==> config.mk <==
export PLATFORM = sky130hd
export DESIGN_NAME = serial_subtractor
export DESIGN_NICKNAME = d
export VERILOG_FILES = /design/src/rtl/serial_subtractor.sv
export SDC_FILE = /design/constraint.sdc
export NUM_CORES = 1
export LEC_CHECK = 0
export ABC_AREA = 1
export BUFFER_PORTS_ARGS = -buffer_cell sky130_fd_sc_hd__buf_2
export CORE_MARGIN = 2
export CORE_UTILIZATION = 50
export CTS_BUF_LIST = sky130_fd_sc_hd__clkbuf_16
export DETAILED_ROUTE_END_ITERATION = 8
export HOLD_SLACK_MARGIN = 0.08
export PLACE_DENSITY = 0.71
export SLEW_MARGIN = 25
export SYNTH_ARGS = -nofsm -noshare
export SYNTH_HDL_FRONTEND = slang
export SYNTH_SLANG_ARGS = --single-unit
==> constraint.sdc <==
create_clock -name clk -period 1.34 [get_ports clk]
set_input_delay 0 -clock clk [delete_from_list [all_inputs] [get_ports clk]]
set_output_delay 0 -clock clk [all_outputs]
set_load 0.03 [all_outputs]
==> src/rtl/serial_subtractor.sv <==
// Bit-serial unsigned subtractor, LSB first.
// One full-subtractor cell plus a borrow flop; start/busy/done handshake.
module serial_subtractor #(
   parameter int WIDTH = 8
) (
   input  logic             clk,
   input  logic             rst_n,
   input  logic             start,
   input  logic [WIDTH-1:0] a,
   input  logic [WIDTH-1:0] b,
   output logic             busy,
   output logic             done,
   output logic [WIDTH-1:0] diff,
   output logic             borrow_out
);

   localparam int CW = (WIDTH <= 2) ? 1 : $clog2(WIDTH);

   localparam logic [1:0] IDLE  = 2'd0;
   localparam logic [1:0] SHIFT = 2'd1;
   localparam logic [1:0] DONE  = 2'd2;

   localparam logic [CW-1:0] LAST = CW'(WIDTH - 1);

   logic [1:0]       state;
   logic [WIDTH-1:0] a_sr;
   logic [WIDTH-1:0] b_sr;
   logic             borrow;
   logic [CW-1:0]    cnt;

   logic ai;
   logic bi;
   logic br;
   logic d;
   logic borrow_next;

   always_comb begin
      ai          = a_sr[0];
      bi          = b_sr[0];
      br          = borrow;
      d           = ai ^ bi ^ br;
      borrow_next = (~ai & bi) | (~(ai ^ bi) & br);
   end

   // diff fills from the MSB so after WIDTH shifts bit 0 holds the LSB
   always_ff @(posedge clk or negedge rst_n) begin
      if (!rst_n) begin
         state      <= IDLE;
         a_sr       <= '0;
         b_sr       <= '0;
         borrow     <= 1'b0;
         cnt        <= '0;
         diff       <= '0;
         borrow_out <= 1'b0;
      end else begin
         case (state)
            IDLE: begin
               if (start) begin
                  a_sr       <= a;
                  b_sr       <= b;
                  borrow     <= 1'b0;
                  cnt        <= '0;
                  diff       <= '0;
                  borrow_out <= 1'b0;
                  state      <= SHIFT;
               end
            end
            SHIFT: begin
               a_sr   <= a_sr >> 1;
               b_sr   <= b_sr >> 1;
               diff   <= {d, diff[WIDTH-1:1]};
               borrow <= borrow_next;
               cnt    <= cnt + 1'b1;
               if (cnt == LAST) begin
                  borrow_out <= borrow_next;
                  state      <= DONE;
               end
            end
            DONE: begin
               state <= IDLE;
            end
            default: begin
               state <= IDLE;
            end
         endcase
      end
   end

   assign busy = (state == SHIFT);
   assign done = (state == DONE);

endmodule

==> run_results.csv <==
group,metric,value,unit
run_status,status,"complete, no violations",
timing,maxSlewHeadroom,71.9,%
worst_setup_path,r2r_cells,7,
clocking,clk_pin_slew,0.05,ns
place,io_buffers,29,
finish,seqCellArea,776,sq um
timing,whs,0.206,ns
synth,synth_commonest_cells,"nand2_1 (82), inv_1 (35), dfrtp_1 (31)",
finish,fill_cells,252,
timing,period_share,94.4,%
finish,design_area,2040,sq um
floorplanning,dieArea,3580,sq um
finish,finalNetCount,270,
worst_setup_path,path_class,"reg2out",
clocking,htreeDepth,2,
job,cap_violations,0,
clocking,clkLatencyLatePin,0.27,ns
worst_setup_path,r2r-start,"cnt[0]$_DFFE_PN0P_",
synth,ys.flop_type,"dfrtp_1",
detailed_routing,first_iter_violations,48,
synth,ys_warn_count,0,
global_route,antenna_found_initial,0,
timing,fin_setup_tns,0,ns
detailed_routing,viasPerCell,4.80,
finish,multi_input_area,581,sq um
worst_setup_path,critPathCaptureType,"output port",
detailed_routing,drt_wl_total,3.00,mm
floorplanning,start_util,51.9,%
finish,fin_util,68.0,%
timing,hold_violations,0,
synth,synth_cell_types,17,
timing,setup_slack,0.0751,ns
worst_setup_path,endpoint,"busy",
worst_setup_path,cp_data_required_time,1.34,ns
worst_hold_path,hp-class,"in2async",
floorplanning,ios,30,
synth,syn_inst,197,
clocking,cts_buffers,5,
pwr,p_leak,1.17,nW
synth,synth-edff-count,0,
clocking,cts_tree,"yes",
global_route,grt_usage,19.9,%
place,preCtsSetupSlack,0.140,ns
clocking,clock_sinks,31,
floorplanning,die-height,59.8,um
timing,fmax,791,MHz
synth,synth_area_leaders,"dfrtp_1 (50%), nand2_1 (20%), inv_1 (8.4%)",
worst_setup_path,path_max_fanout,9,
pwr,power,4.59,mW
synth,synth_most_common_cell,"nand2_1",
timing,finClkSkew,0.00308,ns
worst_setup_path,ff2ff_setup_slack,0.14,ns
worst_setup_path,r2r_end,"borrow_out$_DFFE_PN0P_",
clocking,postCtsSetupBuffers,0,
timing,worst_slew_pin_slew,0.421,ns
finish,antenna_cells,0,
detailed_routing,ant_nets,0,
global_route,grt_pass1_wl,5.22,mm
pwr,ir_worst_vdd,974,uV
place,dpl.hpwl,1.99,mm
synth,async_flop_share,100,%
worst_setup_path,critPathArrivalTime,1.26,ns
timing,finalMaxSlewViolations,0,
synth,yosysTopAreaCellShare,49.8,%
synth,synth-seq-cells,31,
detailed_routing,route.detailed.drc,0,
floorplanning,dieWidth,59.8,um
detailed_routing,wl_per_cell,10.6,um
pwr,p_per_area,2250,nW/um^2
global_route,grt_pass1_vias,1275,
place,placed_area,1700,sq um
place,dp.cells,256,
finish,synthToLayoutAreaGrowth,31.0,%
synth,syn_nets,219,
finish,layout-drive-gt1-share,19.3,%
synth,ys_seq_area_share,49.8,%
floorplanning,core_area,3000,sq um
worst_setup_path,crit_start,"state[1]$_DFFE_PN0P_",
timing,final-setup-viol-count,0,
floorplanning,rows,20,
finish,fin_cells,282,
synth,yosysTopAreaCell,"dfrtp_1",
worst_setup_path,worst_setup_path_start_kind,"flop",
synth,syn-mean-instance-area,7.91,sq um
timing,fin_crit,1.26,ns
place,gp_congestion,0.718,
clocking,cts-root-buf,"clkbuf_16",
synth,synth_area,1560,sq um
global_route,grt_max_degree,25,
global_route,grt_overflow_total,0,
detailed_routing,dr.pass1.iters,4,
detailed_routing,vias,1354,
timing,rsz0062_at_grt,"false",
clocking,clockBufferDepth,2,
## how the worst min path moves through the flow
stage	cells after the start	end
global route	2	b_sr[2]$_DFFE_PN0P_
global placement	1	b_sr[2]$_DFFE_PN0P_
finish	2	b_sr[2]$_DFFE_PN0P_
CTS	2	a_sr[2]$_DFFE_PN0P_
detailed placement	1	b_sr[2]$_DFFE_PN0P_
floorplan	0	a_sr[0]$_DFFE_PN0P_
## per-layer routing
layer  wire length, um  part of all wire, %  track usage, %
met1              1430                   48            24.3
met2              1420                   47            33.4
met3                94                  3.1            4.55
met4                53                  1.8            8.89
met5                 0                    0               0
## critical path, cell delays in order, from the launching register on
cell and delay [ns]:
dfrtp_1 0.49, nor2_4 0.27, buf_2 0.24
## layout make-up
type / instances / share of cell area [%]
clock buffer: 5 / 6.13
clock inverter: 3 / 0.736
inverter: 36 / 6.74
multi-input combinational: 123 / 28.4
sequential: 31 / 38.0
tap: 33 / 2.02
timing repair buffer: 51 / 17.9
## registers in the layout, summed over array words and instances, names as in the netlist
signal and count:
diff 8, state 2, borrow_out 1, b_sr 8, borrow 1, a_sr 8
cnt 3
## power by group
part | leakage [nW] | internal [mW] | switching, mW
Clock | 0.0733 | 0.675 | 0.374
Combinational | 0.711 | 0.676 | 1.24
Sequential | 0.387 | 1.36 | 0.254
## cells by family (layout without fill, tap and decap cells)
family          count (synthesis)  after routing  synth area share, %
compound gates                 10             10                 3.21
fa+ha+maj                       3              3                 2.89
buf+inv                        43             95                 13.4
flops                          31             31                 49.8
simple gates                  110            110                 30.7
## repair_timing
| action | 4_1_cts | 5_1_grt |
|---|---|---|
| endpoints found under the hold margin | 47 | 0 |
| hold buffers | 18 | 0 |
| resized for setup | 1 | 5 |
| endpoints found under the setup margin | 1 | 1 |
## cell usage in the layout (no fill, tap or decap), types with 3 or more instances in the layout
cell	instances
nand2_1	82
inv_1	35
dfrtp_1	31
buf_2	28
dlygate4sd3_1	18
nand3_1	15
o21ai_0	8
nor2_1	5
clkbuf_16	5
clkinv_2	3
buf_4	3
Note: power is estimated with default switching activity, not from simulation.
